===== config.mk =====
export PLATFORM = sky130hd
export DESIGN_NAME = mul_sequencer
export DESIGN_NICKNAME = d
export VERILOG_FILES = /design/src/rtl/mul_sequencer.sv
export SDC_FILE = /design/constraint.sdc
export NUM_CORES = 1
export LEC_CHECK = 0
export BUFFER_PORTS_ARGS = -buffer_cell sky130_fd_sc_hd__buf_2
export CORE_UTILIZATION = 40
export CTS_BUF_LIST = sky130_fd_sc_hd__clkbuf_8
export DETAILED_ROUTE_END_ITERATION = 8
export PLACE_DENSITY = 0.62
export SLEW_MARGIN = 20
export SYNTH_ARGS = -nofsm -noshare
export SYNTH_HDL_FRONTEND = slang
export SYNTH_SLANG_ARGS = --single-unit

===== constraint.sdc =====
create_clock -name CLK -period 4.5 [get_ports CLK]
set_clock_uncertainty 0.05 [all_clocks]
set_input_delay 0.675 -clock CLK [delete_from_list [all_inputs] [get_ports CLK]]
set_output_delay 0.675 -clock CLK [all_outputs]
set_load 0.02 [all_outputs]

===== src/rtl/mul_sequencer.sv =====
// mul_sequencer: iterative signed shift-add multiplier that takes over the MUL opcode beside the ALU.
// Latency: WIDTH+1 cycles from the issue cycle to the one-cycle MulDone strobe; one MUL every WIDTH+2 cycles.
// Backpressure: Stall is held combinationally from the issue cycle through the last RUN cycle; Flush aborts silently.
module mul_sequencer #(
   parameter int WIDTH = 32
) (
   input  logic             CLK,
   input  logic             RST,
   input  logic             MulStart,
   input  logic             Flush,
   input  logic [WIDTH-1:0] SrcA,
   input  logic [WIDTH-1:0] SrcB,
   output logic             Stall,
   output logic             MulDone,
   output logic [WIDTH-1:0] MulResult,
   output logic [WIDTH-1:0] MulHi
);

   localparam int            CW   = $clog2(WIDTH) + 1;
   localparam logic [CW-1:0] LAST = CW'(WIDTH - 1);

   typedef enum logic [1:0] {
      IDLE = 2'd0,
      RUN  = 2'd1,
      DONE = 2'd2
   } state_t;

   state_t state;
   state_t state_nxt;

   // Operand magnitudes, step counter and the running 2*WIDTH accumulator.
   logic [CW-1:0]        count;
   logic [WIDTH-1:0]     mcand;
   logic [WIDTH-1:0]     mplier;
   logic [2*WIDTH-1:0]   acc;
   logic                 sign;

   // Control strobes decoded by the FSM.
   logic start;
   logic step;
   logic finish;

   // Datapath combinational values.
   logic [WIDTH-1:0]     mag_a;
   logic [WIDTH-1:0]     mag_b;
   logic [WIDTH:0]       sum;
   logic [2*WIDTH-1:0]   acc_step;
   logic [2*WIDTH-1:0]   product;
   logic                 unused_acc_lsb;

   // Magnitudes are taken as unsigned WIDTH-bit values so that |-2^(WIDTH-1)| = 2^(WIDTH-1) is exact.
   assign mag_a = SrcA[WIDTH-1] ? ({WIDTH{1'b0}} - SrcA) : SrcA;
   assign mag_b = SrcB[WIDTH-1] ? ({WIDTH{1'b0}} - SrcB) : SrcB;

   // One shift-add step: conditional add into the upper half with the carry kept, then shift right.
   assign sum      = {1'b0, acc[2*WIDTH-1:WIDTH]} + {1'b0, mcand & {WIDTH{mplier[0]}}};
   assign acc_step = {sum, acc[WIDTH-1:1]};

   // The accumulator LSB falls off the bottom every step and is never needed again.
   assign unused_acc_lsb = acc[0];

   // The final step's result is corrected for sign on the same edge that enters DONE.
   assign product = sign ? ({(2*WIDTH){1'b0}} - acc_step) : acc_step;

   // State register.
   always_ff @(posedge CLK or negedge RST) begin
      if (!RST) begin
         state <= IDLE;
      end else begin
         state <= state_nxt;
      end
   end

   // Next-state decode plus the combinational Stall/MulDone outputs.
   always_comb begin
      state_nxt = state;
      start     = 1'b0;
      step      = 1'b0;
      finish    = 1'b0;
      Stall     = 1'b0;
      MulDone   = 1'b0;
      case (state)
         IDLE: begin
            // Flush wins over a simultaneous start.
            if (MulStart && !Flush) begin
               start     = 1'b1;
               state_nxt = RUN;
            end
         end
         RUN: begin
            if (Flush) begin
               state_nxt = IDLE;
            end else begin
               step = 1'b1;
               if (count == LAST) begin
                  finish    = 1'b1;
                  state_nxt = DONE;
               end
            end
         end
         DONE: begin
            // The MUL retires this cycle; MulStart and Flush are both ignored here.
            MulDone   = 1'b1;
            state_nxt = IDLE;
         end
         default: begin
            state_nxt = IDLE;
         end
      endcase
      // Stall covers the issue cycle and every RUN cycle, and is forced low while in reset.
      Stall = RST & (start | step);
   end

   // Operand capture and the iterative shift-add datapath.
   always_ff @(posedge CLK or negedge RST) begin
      if (!RST) begin
         count  <= '0;
         mcand  <= '0;
         mplier <= '0;
         acc    <= '0;
         sign   <= 1'b0;
      end else if (start) begin
         count  <= '0;
         mcand  <= mag_a;
         mplier <= mag_b;
         acc    <= '0;
         sign   <= SrcA[WIDTH-1] ^ SrcB[WIDTH-1];
      end else if (step) begin
         count  <= count + CW'(1);
         mplier <= mplier >> 1;
         acc    <= acc_step;
      end
   end

   // Result registers load only on entry to DONE and otherwise hold across flushes.
   always_ff @(posedge CLK or negedge RST) begin
      if (!RST) begin
         MulResult <= '0;
         MulHi     <= '0;
      end else if (finish) begin
         MulResult <= product[WIDTH-1:0];
         MulHi     <= product[2*WIDTH-1:WIDTH];
      end
   end

endmodule


### Yosys cells after proc, flatten, opt, wreduce, memory -nomap -nowiden

Index checks and enable logic that the tools add are counted.

* bits of input ports: 68
* word-level logic and storage cells: 48
* bits in registers: 201

* mux-type cells: 21
* bitwise gates (word level): 4
* reduce and logical (&&, ||, !) cells: 5
* add/sub/neg operators: 5
* eq/ne operators: 5

Operators with widths (count)
* two-way mux 64 bit: 3
* two-way mux 32 bit: 4
* subtractor 1 x 32 -> 32 bit (first input constant): 2
* subtractor 1 x 64 -> 64 bit (first input constant): 1
* adder 32 x 32 -> 33 bit: 1
* AND 32 bit: 1
* two-way mux 6 bit: 2
* two-way mux 1 bit: 8
* adder 6 x 1 -> 6 bit (second input constant): 1
* == test 6 x 5 -> 1 bit (second input constant): 1
* two-way mux 2 bit: 3
* case mux 2 bit (2 select lines): 1
* != test 3 bit (second input constant): 1
* == test 2 x 1 -> 1 bit (second input constant): 1
* == test 2 bit (second input constant): 1
* zero test 2 bit: 1
* != test 2 bit (second input constant): 1
* AND reduction 2 bit: 1
* nonzero test 2 bit: 1
* AND 1 bit: 1
* logical AND 1 bit: 1
* zero test 1 bit: 1
* bitwise OR 1 bit: 1
* XOR 1 bit: 1

### Logic depth before layout (Yosys ltp)

* depth after elaboration: 6
* depth in mapped cells: 15
* mapped depth without buffers: 13

### Worst setup path before layout

No wires, ideal clock.

* kind: register to register
* from: reg mplier[0]
* to: reg MulHi[22]
* path buffers: 1
* arrival time: 4044 ps
* data required time: 4381 ps
* slack: 337 ps
* stages on the path, launching flop included: 14
* period minus slack after synthesis: 4163 ps
* cell sequence: dfrtp_1 -> clkbuf_1 -> and2_1 -> ha_1 -> fa_1 -> a21o_1 -> a21oi_1 -> xnor2_1 -> or4_4 -> or4_4 -> or4_4 -> o31a_1 -> or3_1 -> nand3_1

* longest elaborated chain between the ends: 4

RTL lines
* start, declared: line 34 `logic [WIDTH-1:0] mplier;`
* start signal, assigned: line 125 `mplier <= mag_b;`
* start signal, assigned: line 130 `mplier <= mplier >> 1;`
* AND 32 bit (*): line 56 `assign sum = {1'b0, acc[2*WIDTH-1:WIDTH]} + {1'b0, mcand & {WIDTH{mplier[0]}}};`
* adder 32 x 32 -> 33 bit (*): line 56
* subtractor 1 x 64 -> 64 bit: line 63 `assign product = sign ? ({(2*WIDTH){1'b0}} - acc_step) : acc_step;`
* two-way mux 64 bit (*): line 63
* end signal, assigned: line 142 `MulHi <= product[2*WIDTH-1:WIDTH];`
* end, declared: line 16 `output logic [WIDTH-1:0] MulHi`

Mark *: on every way between the ends. The rest lies on a longest branch, timed or not.
A chain may end at the register's enable or synchronous reset.

### Final worst setup path

Ends and elaborated chain as after synthesis.

==> results.tsv <==
stage	metric	value	unit
critical_path	cp_max_fo	13	
floorplanning	core_area	30000	um2
flow_run	max_cap_violations	0	
layout	drive_gt1_share	15.5	%
placed_design	dp_cells	1897	
timing	worstMarginPinSlew	1.06	ns
timing	slew_viol_final	0	
timing	period_needed	4.35	ns
floorplanning	initial_utilization	41.2	%
layout	postLayoutCellArea	13900	um2
synth	synth_cells	1424	
synth	ys.flop_type	dfrtp_1	
synth	post-synth-top-count-cell	nand2_1	
timing	setup_viol	0	
outcome	status	complete, no violations	
floorplanning	dieArea	31500	um2
timing	fin_crit_sh	96.7	%
placed_design	gp_congestion	0.871	
placed_design	placed_cell_area	13500	um2
timing	finalHoldViolCount	0	
route	vias	10400	
power_and_ir_drop	p_leak	6.48	nW
layout	finalCoreUtilization	46.5	%
cts	clk_latency	0.48	ns
timing	finalSetupTns	0	ns
placed_design	place_hpwl	23600	um
synth	syn_area_per_cell	8.66	um2
placed_design	io_buffers	133	
synth	syn_area	12300	um2
synth	async_flop_share	100	%
floorplanning	rows	63	
synth	synth_top_area_cell	dfrtp_1	
cts	cts_inserted_buffers	17	
synth	synthTopCellsByArea	dfrtp_1, nand2_1, xor2_1, o21ai_0, xnor2_1	
synth	synth_edf_count	0	
cts	post_cts_buffers	0	
cts	clock_sinks	200	
synth	synth_nets	1529	
cts	root_buffer	clkbuf_8	
critical_path	crit_path_end_kind	flop	
layout	antenna_cells	0	
route	ant_nets	0	
critical_path	path_class	flop to flop	
route	drt_iter0_drc	755	
global_routing	grt.overflow.total	0	
timing	max_slew_margin	29.0	%
global_routing	antenna_found_initial	0	
floorplanning	dieHeight	178	um
timing	setup_ws	0.150	ns
layout	area_delta_synth_final	12.9	%
placed_design	place_ws	0.153	ns
critical_path	cp-start-kind	flop	
floorplanning	die-width	178	um
route	wl	31800	um
synth	synth_common_cells	nand2_1, dfrtp_1, o21ai_0	
synth	yosysUniqueCellTypes	82	
timing	fmax	230	MHz
floorplanning	ios	134	
route	drc_errors	0	
critical_path	required	4.86	ns
synth	ys_seq_area_share	40.6	%
route	drt-pass1-iter-count	5	
synth	yosys_warnings	0	
global_routing	grt_use_total	20.8	%
route	viasPerCell	5.41	
synth	synth_top_area_share	40.6	%
layout	fill_cells	2990	
cts	cts_tree	done	
layout	fin_nets	1631	
route	wl_per_cell	16.5	um
timing	rsz0062_at_grt	false	
cts	cts.path.max_buffers	2	
worst_hold_path	worstHoldPathType	input pin to asynchronous set/reset pin	
cts	htree_levels	4	
power_and_ir_drop	peakVddDrop	211	uV
cts	path_clk_slew	0.14	ns
global_routing	grt_max_degree	170	
layout	final_cells	1929	
synth	ys_seq_elements	200	
global_routing	grt_pass1_vias	9893	
global_routing	grt_first_pass_wirelength	52200	um
power_and_ir_drop	power_density	384	nW/um2
critical_path	worstPathArrival	4.71	ns
## critical path, cell delays in order, from the launching register on
cell	delay (ns)
dfrtp_2	0.51
and2_1	0.18
ha_1	0.24
fa_1	0.42
a21o_1	0.22
a21oi_1	0.19
xnor2_1	0.16
or4_4	0.55
or4_4	0.52
or4_4	0.58
o31a_1	0.31
or3_1	0.30
nand3_1	0.08
## layer usage
metal | track usage (%) | wire [um]
met1 | 31.6 | 16300
met2 | 31.0 | 13600
met3 | 2.87 | 1500
met4 | 4.56 | 344
met5 | 0 | 0
## kinds of logic after synthesis
family | count (synthesis) | share of synthesized area [%]
AOI/OAI and AO/OA | 398 | 20.5
adders and majority gates | 37 | 3.82
and+or+nand+nor | 534 | 20.8
xor gates and xnor gates | 147 | 10.5
muxes | 6 | 0.497
DFF | 200 | 40.6
buffers and inverters | 102 | 3.26
## registers in the layout (all words and copies together) (netlist names)
register	cells
MulHi	32
MulResult	32
acc	63
count	6
mcand	32
mplier	32
sign	1
state	2
## what timing repair did
| action | in CTS | in global routing |
|---|---|---|
| gates resized for setup | 0 | 5 |
| endpoints found under the hold margin | 0 | 0 |
| hold buffers | 0 | 0 |
| endpoints found under the setup margin | 0 | 17 |
## cell usage in the layout, fill, tap and decap left out, types with 6 or more instances in the layout
cell type  instances
clkbuf_8          18
buf_4             33
ha_1              36
nor2_1            60
o211ai_1           7
or4_1             18
o31ai_1           34
o21ai_0          156
nand3_1           15
a31oi_1           27
inv_1             17
and3_1             9
nand2b_1           6
nor3_1            16
or3_1             15
nor4_1             6
nor2b_1            7
and2_1            36
buf_2            132
dfrtp_1          198
xnor2_1           56
or2_2              6
a21oi_1           66
nand2_1          295
nand4_1           14
o41ai_1           16
a22o_1            21
xor2_1            90
o21ai_1           10
a21o_1             9
## worst paths after layout
path	from	end	slack, ns	cells after the start
max reg2reg	mplier[0]	MulHi[22]	0.15	12
min reg2reg	MulHi[5]	MulHi[5]	0.44	2
max in group asynchronous	RST	sign	3.19	2
min in group CLK	SrcA[30]	mcand[31]	0.42	3
max	mplier[0]	MulHi[22]	0.15	12
min	RST	mplier[15]	0.02	1
## where the power goes
| part | leakage [nW] | switching (W) | internal, W |
|---|---|---|---|
| sequential | 2.65 | 0.000183 | 0.00200 |
| clock | 0.214 | 0.000820 | 0.000452 |
| combinational | 3.61 | 0.00112 | 0.000769 |
| total | 6.48 | 0.00213 | 0.00322 |
## per-stage QoR
| step | hold slack, ns | total power (W) |
|---|---|---|
| 2_1_floorplan | 0.329 | 0.00345 |
| 3_3_place_gp | 0.408 | 0.00405 |
| 3_5_place_dp | 0.414 | 0.00408 |
| 4_1_cts | 0.00386 | 0.00536 |
| 5_1_grt | 0.00219 | 0.00569 |
| 6_report | 0.0237 | 0.00535 |
## area by class of cell
cell class | instances | area (um2) | share of cell area [%]
clock buffers | 17 | 234 | 1.68
clock inverters | 15 | 205 | 1.47
inverters | 17 | 63.8 | 0.459
multi-input cells | 1122 | 6960 | 50.0
flip-flops and latches | 200 | 5010 | 36.0
well taps | 390 | 488 | 3.51
repair buffers | 168 | 962 | 6.91
Power figures use the tool's default switching activity.
